File: config.mk
export PLATFORM = sky130hd
export DESIGN_NAME = wb_fair_responder
export DESIGN_NICKNAME = d
export VERILOG_FILES = /design/src/rtl/wb_resp_pkg.sv /design/src/rtl/wb_resp_chan.sv /design/src/rtl/wb_fair_responder.sv
export SDC_FILE = /design/constraint.sdc
export NUM_CORES = 1
export LEC_CHECK = 0
export ABC_AREA = 1
export CORE_ASPECT_RATIO = 0.7
export CORE_UTILIZATION = 44
export DETAILED_ROUTE_END_ITERATION = 10
export DONT_BUFFER_PORTS = 1
export MAX_ROUTING_LAYER = met4
export SYNTH_ARGS = -nofsm -noshare
export SYNTH_HDL_FRONTEND = slang
export SYNTH_SLANG_ARGS = --single-unit
File: constraint.sdc
create_clock -name clock -period 7.3 [get_ports clock]
set_clock_uncertainty 0.2 [all_clocks]
set_input_delay 1.46 -clock clock [delete_from_list [all_inputs] [get_ports clock]]
set_output_delay 1.46 -clock clock [all_outputs]
set_load 0.01 [all_outputs]
File: src/rtl/wb_resp_pkg.sv
// Shared definitions for the Wishbone fair responder: cycle/burst type codes,
// the per-channel FSM state type and the burst address sequencer.
package wb_resp_pkg;

  localparam logic [2:0] CTI_CLASSIC = 3'b000;
  localparam logic [2:0] CTI_INCR    = 3'b010;
  localparam logic [2:0] CTI_EOB     = 3'b111;

  localparam logic [1:0] BTE_LINEAR  = 2'b00;
  localparam logic [1:0] BTE_WRAP4   = 2'b01;
  localparam logic [1:0] BTE_WRAP8   = 2'b10;
  localparam logic [1:0] BTE_WRAP16  = 2'b11;

  typedef enum logic [1:0] {
    IDLE  = 2'd0,
    WAIT  = 2'd1,
    BURST = 2'd2
  } state_t;

  // Next beat address of a burst: wrapping bursts only advance the low
  // 2/3/4 address bits and leave the upper bits untouched.
  function automatic logic [63:0] wb_next_adr(input logic [63:0] adr, input logic [1:0] bte);
    logic [63:0] inc;
    inc = adr + 64'd1;
    case (bte)
      BTE_WRAP4:  wb_next_adr = {adr[63:2], inc[1:0]};
      BTE_WRAP8:  wb_next_adr = {adr[63:3], inc[2:0]};
      BTE_WRAP16: wb_next_adr = {adr[63:4], inc[3:0]};
      default:    wb_next_adr = inc;
    endcase
  endfunction

endpackage

File: src/rtl/wb_resp_chan.sv
// One Wishbone responder channel: bounded-wait ack generation, transaction
// FSM, hold-register protocol checks and a saturating beat counter.
// Optional feature macro: WB_RESP_ERR_EN (enables err responses from rand_err).
module wb_resp_chan
  import wb_resp_pkg::*;
#(
  parameter int ADDR_W   = 30,
  parameter int DATA_W   = 32,
  parameter int SEL_W    = DATA_W / 8,
  parameter int MAX_WAIT = 1,
  parameter int CNT_W    = 8
) (
  input  logic              clock,
  input  logic              reset,
  input  logic              cyc,
  input  logic              stb,
  input  logic              we,
  input  logic [ADDR_W-1:0] adr,
  input  logic [SEL_W-1:0]  sel,
  input  logic [2:0]        cti,
  input  logic [1:0]        bte,
  input  logic              rand_ack,
  input  logic              rand_err,
  input  logic [DATA_W-1:0] rand_dat,
  output logic              ack,
  output logic              err,
  output logic [DATA_W-1:0] dat_r,
  output logic              stall,
  output logic              viol,
  output logic [CNT_W-1:0]  beat_cnt
);

  localparam int WAIT_W = (MAX_WAIT > 0) ? $clog2(MAX_WAIT + 1) : 1;
  localparam logic [WAIT_W-1:0] WAIT_MAX = WAIT_W'(MAX_WAIT);
  localparam logic [CNT_W-1:0]  CNT_MAX  = '1;

  state_t              r_state;
  state_t              w_nextState;
  logic [WAIT_W-1:0]   r_waitCnt;
  logic [ADDR_W-1:0]   r_holdAdr;
  logic                r_holdWe;
  logic [SEL_W-1:0]    r_holdSel;
  logic [2:0]          r_holdCti;
  logic [1:0]          r_holdBte;
  logic                r_viol;
  logic [CNT_W-1:0]    r_beatCnt;

  logic                w_pend;
  logic                w_atBound;
  logic                w_resp;
  logic                w_err;
  logic                w_violSet;
  logic [ADDR_W-1:0]   w_expAdr;

  // Reset gates pend so every response output drops the moment reset rises.
  assign w_pend    = cyc & stb & ~reset;
  assign w_atBound = (r_waitCnt == WAIT_MAX);
  assign w_resp    = w_pend & (rand_ack | w_atBound);
  assign w_expAdr  = ADDR_W'(wb_next_adr(64'(r_holdAdr), r_holdBte));

`ifdef WB_RESP_ERR_EN
  assign w_err = w_resp & rand_err;
`else
  logic w_unusedErr;
  assign w_unusedErr = rand_err;
  assign w_err       = 1'b0;
`endif

  assign ack      = w_resp & ~w_err;
  assign err      = w_err;
  assign dat_r    = (w_resp & ~we) ? rand_dat : '0;
  assign stall    = w_pend & ~rand_ack & w_atBound;
  assign viol     = r_viol;
  assign beat_cnt = r_beatCnt;

  // State register for the transaction FSM.
  always_ff @(posedge clock or posedge reset) begin
    if (reset) r_state <= IDLE;
    else       r_state <= w_nextState;
  end

  // Next-state decode plus detection of master protocol violations.
  always_comb begin
    w_nextState = r_state;
    w_violSet   = 1'b0;
    case (r_state)
      IDLE: begin
        if (w_pend) begin
          if (!w_resp)                        w_nextState = WAIT;
          else if (cti == CTI_INCR && !w_err) w_nextState = BURST;
        end
      end
      WAIT: begin
        if (!cyc) begin
          w_nextState = IDLE;
        end else begin
          if (!stb || adr != r_holdAdr || we != r_holdWe || sel != r_holdSel)
            w_violSet = 1'b1;
          if (w_resp)
            w_nextState = (r_holdCti == CTI_INCR && !w_err) ? BURST : IDLE;
        end
      end
      BURST: begin
        if (!cyc) begin
          w_nextState = IDLE;
        end else if (w_pend) begin
          if (adr != w_expAdr || we != r_holdWe) w_violSet = 1'b1;
          if (w_resp && (cti == CTI_EOB || w_err)) w_nextState = IDLE;
        end
      end
      default: w_nextState = IDLE;
    endcase
  end

  // Hold registers: captured at the first beat, advanced on each burst beat.
  always_ff @(posedge clock or posedge reset) begin
    if (reset) begin
      r_holdAdr <= '0;
      r_holdWe  <= 1'b0;
      r_holdSel <= '0;
      r_holdCti <= CTI_CLASSIC;
      r_holdBte <= BTE_LINEAR;
    end else if (r_state == IDLE && w_pend) begin
      r_holdAdr <= adr;
      r_holdWe  <= we;
      r_holdSel <= sel;
      r_holdCti <= cti;
      r_holdBte <= bte;
    end else if (r_state == BURST && w_resp) begin
      r_holdAdr <= adr;
      r_holdCti <= cti;
    end
  end

  // Wait-state counter that forces a response once it reaches MAX_WAIT.
  always_ff @(posedge clock or posedge reset) begin
    if (reset)                r_waitCnt <= '0;
    else if (w_pend && !w_resp) r_waitCnt <= r_waitCnt + WAIT_W'(1);
    else                      r_waitCnt <= '0;
  end

  // Saturating count of responded beats within the current cyc.
  always_ff @(posedge clock or posedge reset) begin
    if (reset)                                r_beatCnt <= '0;
    else if (!cyc)                            r_beatCnt <= '0;
    else if (w_resp && r_beatCnt != CNT_MAX)  r_beatCnt <= r_beatCnt + CNT_W'(1);
  end

  // Sticky violation flag, cleared only by reset.
  always_ff @(posedge clock or posedge reset) begin
    if (reset)          r_viol <= 1'b0;
    else if (w_violSet) r_viol <= 1'b1;
  end

endmodule

File: src/rtl/wb_fair_responder.sv
// Multi-channel Wishbone classic responder for harnesses: NCHAN independent
// channels, each with a hardware wait bound, burst tracking and violation flag.
// Optional feature macro: WB_RESP_ERR_EN (err responses driven by rand_err).
module wb_fair_responder
  import wb_resp_pkg::*;
#(
  parameter int NCHAN    = 2,
  parameter int ADDR_W   = 30,
  parameter int DATA_W   = 32,
  parameter int MAX_WAIT = 1,
  parameter int CNT_W    = 8
) (
  input  logic                          clock,
  input  logic                          reset,
  input  logic [NCHAN-1:0]              cyc,
  input  logic [NCHAN-1:0]              stb,
  input  logic [NCHAN-1:0]              we,
  input  logic [NCHAN*ADDR_W-1:0]       adr,
  input  logic [NCHAN*(DATA_W/8)-1:0]   sel,
  input  logic [NCHAN*3-1:0]            cti,
  input  logic [NCHAN*2-1:0]            bte,
  input  logic [NCHAN-1:0]              rand_ack,
  input  logic [NCHAN-1:0]              rand_err,
  input  logic [NCHAN*DATA_W-1:0]       rand_dat,
  output logic [NCHAN-1:0]              ack,
  output logic [NCHAN-1:0]              err,
  output logic [NCHAN*DATA_W-1:0]       dat_r,
  output logic [NCHAN-1:0]              stall,
  output logic [NCHAN-1:0]              viol,
  output logic [NCHAN*CNT_W-1:0]        beat_cnt
);

  localparam int SEL_W = DATA_W / 8;

  for (genvar g = 0; g < NCHAN; g++) begin : g_chan
    wb_resp_chan #(
      .ADDR_W   (ADDR_W),
      .DATA_W   (DATA_W),
      .SEL_W    (SEL_W),
      .MAX_WAIT (MAX_WAIT),
      .CNT_W    (CNT_W)
    ) u_chan (
      .clock    (clock),
      .reset    (reset),
      .cyc      (cyc[g]),
      .stb      (stb[g]),
      .we       (we[g]),
      .adr      (adr[g*ADDR_W +: ADDR_W]),
      .sel      (sel[g*SEL_W +: SEL_W]),
      .cti      (cti[g*3 +: 3]),
      .bte      (bte[g*2 +: 2]),
      .rand_ack (rand_ack[g]),
      .rand_err (rand_err[g]),
      .rand_dat (rand_dat[g*DATA_W +: DATA_W]),
      .ack      (ack[g]),
      .err      (err[g]),
      .dat_r    (dat_r[g*DATA_W +: DATA_W]),
      .stall    (stall[g]),
      .viol     (viol[g]),
      .beat_cnt (beat_cnt[g*CNT_W +: CNT_W])
    );
  end

endmodule

==> out/qor.csv, run 1 <==
stage;metric;value;unit
outcome;status;completed;
setup_path;crit_type;input pin to output pin;
detailed_routing;wl_per_cell;16.1;um
finish;diodes;0;
power_and_ir_drop;p_comb_share;43.2;%
synthesis;yosysUniqueCellTypes;47;
setup_path;r2r-start;g_chan[0].u_chan.r_state[0];
clock_network;numCtsBuffers;9;
setup_path;cp-startpoint;reset;
power_and_ir_drop;p_leak;4.30;nW
sta;rsz0062_at_grt;no;
global_route;grt_pass1_wl;34.9;mm
synthesis;synthCells;1207;
sta;finalSetupViolCount;0;
power_and_ir_drop;finalPower;2.78;mW
global_route;grt.overflow.total;0;
clock_network;post_cts_resized;0;
sta;slew_viol_final;0;
synthesis;synth_edf_count;0;
sta;fin_setup_tns;0;ps
power_and_ir_drop;p_sw;1.27;mW
detailed_routing;first_iter_violations;677;
detailed_routing;vias;7436;
floorplan;ioPinCount;242;
detailed_routing;drc_errors;0;
finish;layout-drive-gt1-share;8.17;%
power_and_ir_drop;p_seq_share;39.0;%
power_and_ir_drop;p_int;1.50;mW
finish;multi_input_area;0.00451;sq mm
detailed_routing;finalWirelength;23.1;mm
clock_network;clock-sinks;104;
placement;routabilityCongestion;0.937;
sta;fin_crit_sh;71.7;%
sta;period_needed;5240;ps
synthesis;async_flop_share;100;%
power_and_ir_drop;vdd_drop_max;0.134;mV
hold_path;hold_path_class;flip-flop to flip-flop;
global_route;antenna_found_initial;0;
setup_path;cp_max_fo;35;
power_and_ir_drop;clock_power_share;17.7;%
synthesis;syn-cell-area;0.00811;sq mm
synthesis;ys_ff_latch;104;
power_and_ir_drop;swShare;45.9;%
global_route;grt_use_total;25.3;%
synthesis;ys_warn_count;0;
finish;fin_nets;1359;
sta;worstMarginPinSlew;981;ps
floorplan;fp.dieH;116;um
synthesis;avgSynthCellArea;6.72;sq um
detailed_routing;ant_nets;0;
hold_path;min_from;g_chan[0].u_chan.r_waitCnt;
setup_path;critPathRequiredTime;5640;ps
floorplan;core_area;0.0180;sq mm
clock_network;cts.path.max_buffers;2;
floorplan;fp-row-count;41;
floorplan;die_w;164;um
power_and_ir_drop;powerDensity;324;mW/mm^2
clock_network;clk_latency;360;ps
placement;hpwl;18.8;mm
sta;fmax;191;MHz
sta;relSlewSlack;34.4;%
clock_network;cts_setup_buffers;0;
synthesis;seq_area_frac_synth;32.1;%
global_route;first_global_vias;6335;
floorplan;die_area;0.0190;sq mm
run;maxCapViolations;0;
floorplan;initial_utilization;45.0;%
detailed_routing;post_drt_via_cell_ratio;5.18;
clock_network;cts_tree;built;
sta;finalHoldViolCount;0;
placement;io_buffers;0;
finish;nFillCells;1894;
clock_network;postCtsHoldBufs;0;
detailed_routing;first_pass_iters;5;
clock_network;ctsHtreeMaxLevel;3;
clock_network;root_buffer;clkbuf_16;
clock_network;cts.clk_slew.worst_paths;80;ps
synthesis;ys.flop_type;dfrtp_1;
setup_path;crit_path_end_kind;output pin;
global_route;grt_max_degree;52;
setup_path;cp.arrival;3580;ps
finish;syn2layout_area_growth;5.65;%
setup_path;start_kind;input pin;
finish;ff_latch_area;0.00260;sq mm
==> layer usage <==
layer / vias to the layer above / GRT usage [%] / routed length, um
met4: 0 / 4.26 / 171
li1: 3732 / - / -
met3: 12 / 7.41 / 2290
met1: 3377 / 38.1 / 11600
met2: 315 / 32.8 / 9030
met5: - / - / 0
==> synth_stat cells (all sizes together) (2+ instances only) <==
| library cell | number | share of area (%) |
|---|---|---|
| mux2 | 42 | 5.8 |
| o21ai | 56 | 3.5 |
| nor3 | 20 | 1.5 |
| clkbuf | 11 | 0.51 |
| a31oi | 2 | 0.15 |
| clkinv | 2 | 0.11 |
| xor2 | 49 | 5.3 |
| a211oi | 6 | 0.62 |
| nand4 | 26 | 2.2 |
| nor2 | 190 | 9.8 |
| dfrtp | 104 | 32 |
| o211ai | 3 | 0.28 |
| inv | 223 | 10 |
| ha | 10 | 1.5 |
| a21oi | 20 | 1.2 |
| buf | 16 | 1.4 |
| o21bai | 2 | 0.19 |
| nand3 | 79 | 5.3 |
| nand3b | 8 | 0.74 |
| or2 | 4 | 0.31 |
| xnor2 | 13 | 1.4 |
| nor4 | 11 | 0.85 |
| nand2 | 303 | 14 |
| o31ai | 2 | 0.19 |
==> through the flow <==
step | cell area, sq um | instances | util [%] | worst slack (ps) | hold slack, ps
2_1_floorplan | 8110 | 1208 | - | 858 | 231
3_3_place_gp | 8280 | 1420 | 46.0 | 2110 | 256
3_5_place_dp | 8280 | 1420 | 46.0 | 2060 | 251
4_1_cts | 8570 | 1436 | 47.6 | 2060 | 272
5_1_grt | 8570 | 1436 | 47.6 | 1800 | 288
6_report | 8570 | 1436 | 47.6 | 2060 | 276
==> cell families after synthesis <==
family	synth area share, %
AO/OA/AOI/OAI	6.29
XOR/XNOR	6.70
adder cells (fa/ha/maj)	1.54
buffers and inverters	12.4
flip-flops	32.1
multiplexers	5.83
other	0.0462
AND/OR/NAND/NOR	35.1
==> worst max-delay path, stage by stage <==
cell     delay (ps)
inv_4           340
nand3_2         170
nor2_2          460
nand2_1         650
nor2_1          460
==> placed cells by master (no fill, tap or decap), types with 8 or more instances in the layout <==
cell type / Yosys / final
mux2_2: 30 / 30
nand2_1: 296 / 295
inv_2: 12 / 12
mux2_1: 12 / 12
nand3b_1: 8 / 8
a21oi_1: 20 / 20
nor3_1: 18 / 18
nand4_1: 25 / 25
xor2_1: 49 / 49
nor2_1: 176 / 176
inv_1: 210 / 209
clkbuf_16: 0 / 9
ha_1: 10 / 10
nand3_1: 74 / 74
dfrtp_1: 104 / 104
xnor2_1: 13 / 13
nor4_1: 11 / 11
o21ai_0: 50 / 50
==> cell type report <==
class                           count  area share (%)
Tap cell                          236            3.45
Clock buffer                        9            2.63
Sequential cell                   104            30.4
Timing Repair Buffer                3           0.263
Clock inverter                      7           0.745
Multi-Input combinational cell    852            52.6
Inverter                          225            9.93
==> worst paths after layout <==
kind | depth (start not counted) | endpoint | slack (ps)
worst max-delay path | 5 | dat_r[28] | 2060
worst min-delay path | 1 | g_chan[0].u_chan.r_waitCnt | 280
worst max register to register | 5 | g_chan[0].u_chan.r_holdAdr[12] | 4690
worst min register to register | 1 | g_chan[0].u_chan.r_waitCnt | 280
max in group asynchronous | 2 | g_chan[1].u_chan.r_holdBte[1] | 5180
min in group asynchronous | 1 | g_chan[1].u_chan.beat_cnt[5] | 790
==> registers in the layout, summed over array words and instances, names as in the netlist <==
| signal | flops |
|---|---|
| g_chan.u_chan.beat_cnt | 16 |
| g_chan.u_chan.r_holdAdr | 60 |
| g_chan.u_chan.r_holdBte | 4 |
| g_chan.u_chan.r_holdCti | 6 |
| g_chan.u_chan.r_holdSel | 8 |
| g_chan.u_chan.r_holdWe | 2 |
| g_chan.u_chan.r_state | 4 |
| g_chan.u_chan.r_waitCnt | 2 |
| g_chan.u_chan.viol | 2 |
==> power by group through the flow <==
stage                     Sequential [mW]  Combinational (mW)  Clock, mW
after global placement               1.08                1.17          0
after floorplan                      1.01               0.941          0
final                                1.08                1.20      0.493
after CTS                            1.08                1.19      0.507
after global routing                 1.12                1.36      0.530
after detailed placement             1.09                1.18          0
Note: power is estimated with default switching activity, not from simulation.
==> inputs of run 2 (changes only) <==
ABC_AREA = 0   (was 1)
clock period = 5.1 ns   (was 7.3 ns; I/O delays follow)
==> run 2 against run 1 <==
Effect of this change:
- register-to-register slack lost 2900 ps
- sequential share of layout area grew 2.9 points
- largest power group is now registers
- non-clock buffer count grew 1
- clock power grew 42%
- critical path depth grew 2
- cell count shrank 32%
- critical path type unchanged
- worst setup slack lost 830 ps
==> out/qor.csv, run 2 <==
stage;metric;value;unit
finish;fin_nets;911;
finish;mostFrequentLayoutCell;dfrtp_1;
finish;syn2layout_area_growth;6.64;%
detailed_routing;wl_per_cell;20.3;um
synthesis;synth_common_cells;dfrtp_1, mux2_2, and2_1;
outcome;status;completed;
synthesis;ys_warn_count;0;
synthesis;yosysMostFrequentCell;dfrtp_1;
sta;relSlewSlack;21.4;%
sta;timing.final.ws_setup;1240;ps
synthesis;seq_area_frac_synth;35.5;%
clock_network;clk_latency;350;ps
synthesis;yosysUniqueCellTypes;64;
sta;fin_crit_sh;75.8;%
synthesis;synthCells;764;
sta;fin_setup_tns;0;ps
detailed_routing;drc_errors;0;
detailed_routing;post_drt_via_cell_ratio;5.82;
floorplan;initial_utilization;44.9;%
synthesis;synth_edf_count;0;
global_route;first_global_vias;5323;
sta;finalHoldViolCount;0;
finish;final_cells;980;
placement;place_ws;1130;ps
run;maxCapViolations;0;
global_route;grt_max_degree;75;
clock_network;root_buffer;clkbuf_16;
synthesis;ys.flop_type;dfrtp_1;
setup_path;critPathMaxStageDelay;370;ps
detailed_routing;wl_met3;1.49;mm
setup_path;critical_path.slowest_cell;buf_4;
floorplan;fp-row-count;39;
power_and_ir_drop;powerDensity;486;mW/mm^2
floorplan;fp.dieH;110;um
floorplan;die_area;0.0172;sq mm
setup_path;crit_path_end_kind;output pin;
sta;rsz0062_at_grt;no;
global_route;grt_pass1_wl;29.8;mm
global_route;antenna_found_initial;3;
sta;period_needed;3860;ps
setup_path;critPathRequiredTime;3880;ps
sta;finalSetupViolCount;0;
clock_network;numCtsBuffers;9;
placement;hpwl;15.7;mm
placement;io_buffers;0;
clock_network;cts_setup_buffers;0;
global_route;grt_use_total;23.9;%
synthesis;ys_ff_latch;104;
detailed_routing;first_pass_iters;4;
synthesis;synth.top_cell.area_share;35.5;%
synthesis;async_flop_share;100;%
detailed_routing;m1WireLength;9.56;mm
clock_network;cts.path.max_buffers;2;
detailed_routing;finalWirelength;19.9;mm
placement;routabilityCongestion;0.892;
setup_path;path_buf_inv;3;
sta;worstMarginPinSlew;1180;ps
finish;layout-drive-gt1-share;15.2;%
setup_path;crit_chain;clkinvlp_4 -> buf_4 -> and3_1 -> o21ai_0 -> nor2_1 -> buf_4 -> and2_1;
setup_path;crit_family;simple AND/OR/NAND/NOR gates;
setup_path;cp.arrival;2640;ps
detailed_routing;ant_nets;0;
clock_network;cts.clk_slew.worst_paths;80;ps
detailed_routing;wl_met2;8.39;mm
detailed_routing;first_iter_violations;402;
clock_network;clock-sinks;104;
synthesis;avgSynthCellArea;9.59;sq um
setup_path;cp_max_fo;33;
finish;utilization;47.9;%
placement;dpl_cell_area;0.00751;sq mm
sta;slew_viol_final;0;
detailed_routing;vias;5703;
clock_network;cts_tree;built;
global_route;grt.overflow.total;0;
synthesis;syn-cell-area;0.00733;sq mm
detailed_routing;dr.max_layer_used;met4;
clock_network;postCtsHoldBufs;0;
hold_path;hold_path_class;flip-flop to flip-flop;
sta;fmax;259;MHz
finish;final_cell_mix;dfrtp_1, mux2_2, and2_1;
finish;regMostFlops;g_chan.u_chan.r_holdAdr;
clock_network;ctsHtreeMaxLevel;3;
setup_path;start_kind;input pin;
floorplan;ioPinCount;242;
power_and_ir_drop;vdd_drop_max;0.173;mV
finish;largest_reg_flops;60;
finish;stdcell_area;0.00781;sq mm
synthesis;synth.area.top_cells;dfrtp_1, mux2_2, xnor2_1, xor2_1, and2_1;
setup_path;cpMostUsedCell;buf_4;
floorplan;core_area;0.0163;sq mm
placement;dp.cells;961;
synthesis;yosysTopAreaCell;dfrtp_1;
power_and_ir_drop;p_leak;3.11;nW
setup_path;crit_type;input pin to output pin;
clock_network;post_cts_resized;0;
floorplan;die_w;156;um
==> run 2: changes by cell type in the layout (fill, tap and decap cells not counted), sizes merged, moves of 7 or more <==
cell	before	now
nand3	79	25
inv	226	20
nor2	190	42
mux2	42	80
and3	0	18
a31oi	2	9
and2	1	76
nand2	303	49
nand4	26	36
xnor2	13	66
o21ai	56	21
a21oi	20	10
==> run 2: power breakdown <==
| group | switching [mW] | internal [mW] | leakage (nW) |
|---|---|---|---|
| logic | 0.742 | 0.749 | 1.69 |
| clock network | 0.354 | 0.347 | 0.142 |
| registers | 0.442 | 1.16 | 1.28 |
==> run 2: path summary, 6_finish.rpt <==
path                                          startpoint                              to  slack (ps)  cells past startpoint
min in group asynchronous                          reset      g_chan[1].u_chan.r_waitCnt         450                      2
hold reg to reg               g_chan[0].u_chan.r_waitCnt      g_chan[0].u_chan.r_waitCnt         270                      1
hold / removal                g_chan[0].u_chan.r_waitCnt      g_chan[0].u_chan.r_waitCnt         270                      1
setup reg to reg           g_chan[0].u_chan.r_holdBte[1]           g_chan[0].u_chan.viol        1830                      8
max in group asynchronous                          reset  g_chan[0].u_chan.r_holdAdr[24]        3390                      2
setup / recovery                                   reset                        dat_r[2]        1240                      7
==> run 2: logic make-up (layout without fill, tap and decap cells) <==
family / after synthesis / after routing / synth area share [%]
AO/OA/AOI/OAI: 79 / 79 / 7.31
XOR/XNOR: 121 / 121 / 14.5
adder cells (fa/ha/maj): 10 / 10 / 1.71
buffers and inverters: 49 / 36 / 2.97
flip-flops: 104 / 104 / 35.5
multiplexers: 83 / 83 / 12.7
other: 1 / 5 / 0.0512
AND/OR/NAND/NOR: 317 / 317 / 25.3
==> run 2: metal layers <==
metal  vias to the layer above  GRT usage [%]
met1                      2769           34.1
met4                         0           8.68
met3                        28           5.95
li1                       2687              -
met2                       219           32.1
met5                         -              -
==> run 2: per-stage QoR <==
stage,hold WS [ps],power [mW]
finish,274,3.79
CTS,273,3.80
floorplan,238,2.71
global route,292,4.06
global placement,259,3.02
detailed placement,258,3.08
==> run 2: final cells by class <==
cell class              count  area (sq um)
inverters                  16          63.8
well taps                 225           282
multi-input cells         612          4530
repair buffers              4          30.0
diodes                      3          7.51
flip-flops and latches    104          2600
fillers                  1559          8490
clock buffers               9           225
clock inverters             7          70.1
